<file path="src/rtl/bus_target_7501.sv">
// bus_target_7501: 7501 CPU bus target decoding a 2^ADDR_BITS register window.
// phi2/aec/r_w are oversampled by the fast clock. Read data is driven while phi2 is high,
// and write data is captured at phi2 fall. Internal registers are reached through a
// read index and a one-clock write strobe.
// Ports:
//   clock, reset        system clock, synchronous active-high reset
//   phi2, aec, r_w      asynchronous CPU bus controls
//   address, data_in    CPU address and data (input path)
//   data_out, data_oe   read data and bus driver enable
//   rd_index, rd_data   register read lookup (rd_data valid the clock after rd_index)
//   wr_valid/index/data one-clock register write strobe
//   timeout             one-clock pulse when phi2 never falls within TIMEOUT_CLKS
module bus_target_7501 #(
   parameter logic [15:0] BASE_ADDR    = 16'hFD00,
   parameter int unsigned ADDR_BITS    = 2,
   parameter int unsigned SYNC_STAGES  = 2,
   parameter int unsigned HOLD_CLKS    = 2,
   parameter int unsigned TIMEOUT_CLKS = 255
) (
   input  logic                 clock,
   input  logic                 reset,
   input  logic                 phi2,
   input  logic                 aec,
   input  logic                 r_w,
   input  logic [15:0]          address,
   input  logic [7:0]           data_in,
   output logic [7:0]           data_out,
   output logic                 data_oe,
   output logic [ADDR_BITS-1:0] rd_index,
   input  logic [7:0]           rd_data,
   output logic                 wr_valid,
   output logic [ADDR_BITS-1:0] wr_index,
   output logic [7:0]           wr_data,
   output logic                 timeout
);

   localparam int unsigned HOLD_W = $clog2(HOLD_CLKS + 1);
   localparam int unsigned TMO_W  = $clog2(TIMEOUT_CLKS + 1);

   typedef enum logic [2:0] {IDLE, LOOKUP, DRIVE, WAIT_FALL, HOLD} state_t;

   state_t                  state, state_nx;
   logic [SYNC_STAGES-1:0]  phi2_sync, aec_sync, rw_sync;
   logic                    phi2_d;
   logic [7:0]              data_pipe [SYNC_STAGES+1];
   logic [HOLD_W-1:0]       hold_cnt, hold_nx;
   logic [TMO_W-1:0]        tmo_cnt, tmo_nx;

   logic [7:0]              data_out_nx, wr_data_nx;
   logic                    data_oe_nx, wr_valid_nx, timeout_nx;
   logic [ADDR_BITS-1:0]    rd_index_nx, wr_index_nx;

   logic phi2_s, aec_s, rw_s, rise, fall, hit, start, tmo_hit;
   logic [ADDR_BITS-1:0] idx;

   assign phi2_s  = phi2_sync[SYNC_STAGES-1];
   assign aec_s   = aec_sync[SYNC_STAGES-1];
   assign rw_s    = rw_sync[SYNC_STAGES-1];
   assign rise    = phi2_s & ~phi2_d;
   assign fall    = ~phi2_s & phi2_d;
   assign hit     = aec_s & (address[15:ADDR_BITS] == BASE_ADDR[15:ADDR_BITS]);
   assign idx     = address[ADDR_BITS-1:0];
   assign tmo_hit = (tmo_cnt == TMO_W'(TIMEOUT_CLKS - 1));

   // Synchronizers; data_in is delayed one extra stage so the value used at the
   // detected fall is the last one sampled while raw phi2 was still high.
   always_ff @(posedge clock) begin
      if (reset) begin
         phi2_sync <= '0;
         aec_sync  <= '0;
         rw_sync   <= '0;
         phi2_d    <= 1'b0;
         for (int i = 0; i <= int'(SYNC_STAGES); i++) data_pipe[i] <= 8'h00;
      end else begin
         phi2_sync <= {phi2_sync[SYNC_STAGES-2:0], phi2};
         aec_sync  <= {aec_sync[SYNC_STAGES-2:0], aec};
         rw_sync   <= {rw_sync[SYNC_STAGES-2:0], r_w};
         phi2_d    <= phi2_s;
         data_pipe[0] <= data_in;
         for (int i = 1; i <= int'(SYNC_STAGES); i++) data_pipe[i] <= data_pipe[i-1];
      end
   end

   // State and registered outputs
   always_ff @(posedge clock) begin
      if (reset) begin
         state    <= IDLE;
         hold_cnt <= '0;
         tmo_cnt  <= '0;
         data_out <= 8'h00;
         data_oe  <= 1'b0;
         rd_index <= '0;
         wr_valid <= 1'b0;
         wr_index <= '0;
         wr_data  <= 8'h00;
         timeout  <= 1'b0;
      end else begin
         state    <= state_nx;
         hold_cnt <= hold_nx;
         tmo_cnt  <= tmo_nx;
         data_out <= data_out_nx;
         data_oe  <= data_oe_nx;
         rd_index <= rd_index_nx;
         wr_valid <= wr_valid_nx;
         wr_index <= wr_index_nx;
         wr_data  <= wr_data_nx;
         timeout  <= timeout_nx;
      end
   end

   // Next state and next output values
   always_comb begin
      state_nx    = state;
      hold_nx     = hold_cnt;
      tmo_nx      = rise ? '0 : tmo_cnt;
      data_out_nx = data_out;
      data_oe_nx  = data_oe;
      rd_index_nx = rd_index;
      wr_valid_nx = 1'b0;
      wr_index_nx = wr_index;
      wr_data_nx  = wr_data;
      timeout_nx  = 1'b0;
      start       = 1'b0;

      case (state)
         IDLE: start = rise & hit;

         LOOKUP: begin
            tmo_nx = tmo_cnt + TMO_W'(1);
            if (tmo_hit) begin
               timeout_nx = 1'b1;
               state_nx   = IDLE;
            end else begin
               data_out_nx = rd_data;
               data_oe_nx  = 1'b1;
               state_nx    = DRIVE;
            end
         end

         DRIVE: begin
            tmo_nx = tmo_cnt + TMO_W'(1);
            if (tmo_hit) begin
               data_oe_nx = 1'b0;
               timeout_nx = 1'b1;
               state_nx   = IDLE;
            end else if (!aec_s) begin
               data_oe_nx = 1'b0;
               state_nx   = IDLE;
            end else if (fall) begin
               hold_nx  = HOLD_W'(HOLD_CLKS - 1);
               state_nx = HOLD;
            end
         end

         WAIT_FALL: begin
            tmo_nx = tmo_cnt + TMO_W'(1);
            if (tmo_hit) begin
               timeout_nx = 1'b1;
               state_nx   = IDLE;
            end else if (fall) begin
               wr_valid_nx = aec_s;
               wr_index_nx = aec_s ? rd_index : wr_index;
               wr_data_nx  = aec_s ? data_pipe[SYNC_STAGES] : wr_data;
               state_nx    = IDLE;
            end
         end

         HOLD: begin
            // A new rise cuts the hold short and is decoded like a rise in IDLE
            if (rise) begin
               data_oe_nx = 1'b0;
               state_nx   = IDLE;
               start      = hit;
            end else if (hold_cnt == '0) begin
               data_oe_nx = 1'b0;
               state_nx   = IDLE;
            end else begin
               hold_nx = hold_cnt - HOLD_W'(1);
            end
         end

         default: state_nx = IDLE;
      endcase

      // Latch index and direction for a decoded cycle; both are fixed from here on
      if (start) begin
         rd_index_nx = idx;
         state_nx    = rw_s ? LOOKUP : WAIT_FALL;
      end
   end

endmodule

</file>
<file path="config.mk">
export PLATFORM = sky130hd
export DESIGN_NAME = bus_target_7501
export DESIGN_NICKNAME = d
export VERILOG_FILES = /design/src/rtl/bus_target_7501.sv
export SDC_FILE = /design/constraint.sdc
export NUM_CORES = 1
export LEC_CHECK = 0
export CAP_MARGIN = 20
export CORE_MARGIN = 2
export CORE_UTILIZATION = 30
export CTS_CLUSTER_SIZE = 40
export DETAILED_ROUTE_END_ITERATION = 10
export HOLD_SLACK_MARGIN = 0.08
export PLACE_DENSITY = 0.57
export SYNTH_ARGS = -nofsm -noshare
export SYNTH_HDL_FRONTEND = slang
export SYNTH_SLANG_ARGS = --single-unit
</file>
<file path="constraint.sdc">
create_clock -name clock -period 4.1 [get_ports clock]
set_clock_uncertainty 0.05 [all_clocks]
set_input_delay 0.615 -clock clock [delete_from_list [all_inputs] [get_ports clock]]
set_output_delay 0.615 -clock clock [all_outputs]
set_load 0.01 [all_outputs]
</file>
==> results.txt <==
Slew @ Worst Pin = 0.7716 ns
Max Freq = 0.4645 GHz
Post-CTS Setup Bufs = 0
Nets = 343
initial drt markers = 74
placement row count = 32
Worst R2R Path Depth = 6
Final min period = 2.153 ns
Num CTS Buffers = 9
DRT antenna net count = 0
flops & latches, synth = 67
initial core utilization = 0.3117
clock sinks = 67
CP required = 4.35 ns
GR peak layer = met2
max incr delay on CP = 0.54 ns
GRT overflow = 0
H-tree levels = 3
worst flop-to-flop path startpoint = tmo_cnt[0]
R2R Setup Slk = 2.00 ns
kind of critical path = in2reg
dpl ws = 1.583 ns
most common cell after layout, fill and taps aside = dfxtp_1
root buf cell = clkbuf_8
Via-to-Cell Ratio = 4.432
IO buf count = 59
Hold EP = data_pipe[1][3]
Critical Path End Type = flop
synthesized instance count = 242
RSZ-0062 raised after global routing = no
Final Setup Violations = 0
synth top area cells = dfxtp_1, nor2b_1, mux2i_1
Post-synth EDFFs = 0
Mapped Nets = 282
CP max-delay cell = or4_4
WHS Path Cells = 1
Placed Area = 3117 um2
pin count of the biggest net entering global routing = 47
RR Endpoint = wr_data[6]
TritonRoute pass-1 iters = 4
TNS Setup = 0 ns
dominant cell type by area after synthesis = dfxtp_1
DRC Markers = 0
Synth top area share = 0.5512
Startpoint Class = primary input
die area = 8848 um2
final period utilization = 0.5250
Syn Std Cell Area = 2434 um2
Hold Violations, Final = 0
Post-synth top flop = dfxtp_1
Power Total = 1.286 mW
Worst Hold Launch = data_pipe[0][3]
Max VDD drop = 0.0001839 V
Pleak = 1.298 nW
fin worst setup slack = 1.947 ns
P&R area growth vs syn = 36.50%
Die X = 94.07 um
sequential fraction of the synthesis area = 0.5512
GRT Overall Usage = 0.1129
Worst-path clk slew = 0.08 ns
Final Wtd Congestion = 0.7819
routed vias = 1817
first-pass GRT wire length = 7590 um
Hold Path Class = reg2reg
Arr. time, crit path = 2.40 ns
Detailed Route WL = 4685 um
Ant. Diodes = 0
met1 usage in global routing = 0.1376
Max clock buf depth = 2
Avg WL per Cell = 11.43 um
post-CTS sizing = 0
IO Pins = 60
Slew Viols, Final = 0
Mean Syn Cell Area = 10.06 um2
post-route cell area = 3322 um2
CP cell instances = clkdlybuf4s50_1, or4_4, or3_4, a2111oi_4, a21o_1
crit path max fanout = 3
met3 Track Usage GR = 0.04254
number of antenna violations at the first check in global routing = 0
synth unique cells = 40
power density over the cells = 387.2 nW/um2
relative slew slack = 0.4856
most frequent cells in the layout = dfxtp_1, clkdlybuf4s50_1, nor2_1, nor2b_1, mux2i_1
vias in the first global route = 1660
Synth async-reset ratio = 0
Worst-Skew Late Latency = 0.35 ns
Core Region = 7807 um2
TritonCTS clock tree = done
share of post-route cells with drive strength above 1 = 0.08117
CP startpoint = address[3]
Detailed Place HPWL = 3241 um
die height = 94.07 um
CTS Hold Buffers Added = 0
status = finished, final reports clean
fin util = 0.4255
synthesis warning total = 0
maxcap violations = 0
met2 GRT Util = 0.1696
## state kept, by name, indices dropped and copies added, names as in the netlist, 3 cells and up
register,cells
data_out,8
data_pipe,24
state,3
tmo_cnt,8
wr_data,8
## final cells by class
class / count / area (um2)
Tap cell: 102 / 127.6
Clock buffer: 9 / 123.9
Inverter: 7 / 26.28
Clock inverter: 7 / 81.33
Multi-Input combinational cell: 157 / 1021
Fill cell: 775 / 4486
Sequential cell: 67 / 1341
Timing Repair Buffer: 61 / 600.6
## logic make-up after synthesis
kind of cell	Yosys count	synth area share
AOI/OAI and AO/OA	35	0.1028
adders and majority gates	3	0.01543
and+or+nand+nor	99	0.2180
DFF	67	0.5512
muxes	20	0.08329
buffers and inverters	18	0.02931
## worst max-delay path: cells and delay by family
kind / cells / cell delay (ns)
AO/OA/AOI/OAI: 2 / 0.43
buffers and inverters: 1 / 0.40
AND/OR/NAND/NOR: 2 / 0.95
## layer usage
metal | wire, um | vias to the layer above | part of all wire
li1 | - | 954 | -
met3 | 323 | 10 | 0.069
met5 | 0 | - | 0
met2 | 2024 | 52 | 0.43
met4 | 108 | 0 | 0.023
met1 | 2229 | 801 | 0.48
## report_power, final
part           total, mW  internal [mW]  leakage [nW]  switching (mW)
logic             0.0574         0.0382         0.651          0.0192
registers          0.666          0.662         0.545         0.00337
clock network      0.563          0.291         0.102           0.272
## cell usage after synthesis (2+ instances only)
master    number
buf_2          3
dfxtp_1       67
o21ai_1        2
nand4_1        3
mux2i_1       18
nand3b_1       2
and3_1         2
a211oi_1       2
nand4b_1       2
a21boi_0       2
nor2b_1       31
o21ai_0        6
ha_1           3
a311oi_1       2
nor3_1         5
o211ai_1       2
nand3_1        8
nor2_1        34
nand2_1        4
inv_1          7
a31oi_1        2
clkbuf_1       8
mux2_2         2
a21oi_1        9
## how the worst max path moves through the flow
| stage | end | slack (ns) | cells after the start |
|---|---|---|---|
| global placement | state[1] | 1.61 | 5 |
| global route | wr_data[1] | 1.85 | 6 |
| floorplan | state[1] | 2.06 | 4 |
| finish | state[1] | 1.95 | 5 |
| detailed placement | state[1] | 1.58 | 5 |
| CTS | state[1] | 1.95 | 5 |
## metrics by stage
| step | hold WS [ns] | std cells |
|---|---|---|
| floorplan | 0.3638 | 242 |
| global placement | 0.3679 | 394 |
| detailed placement | 0.3704 | 394 |
| CTS | 0.3901 | 410 |
| global route | 0.4069 | 410 |
| finish | 0.3873 | 410 |
No activity file was read; power rests on OpenSTA's default activity.
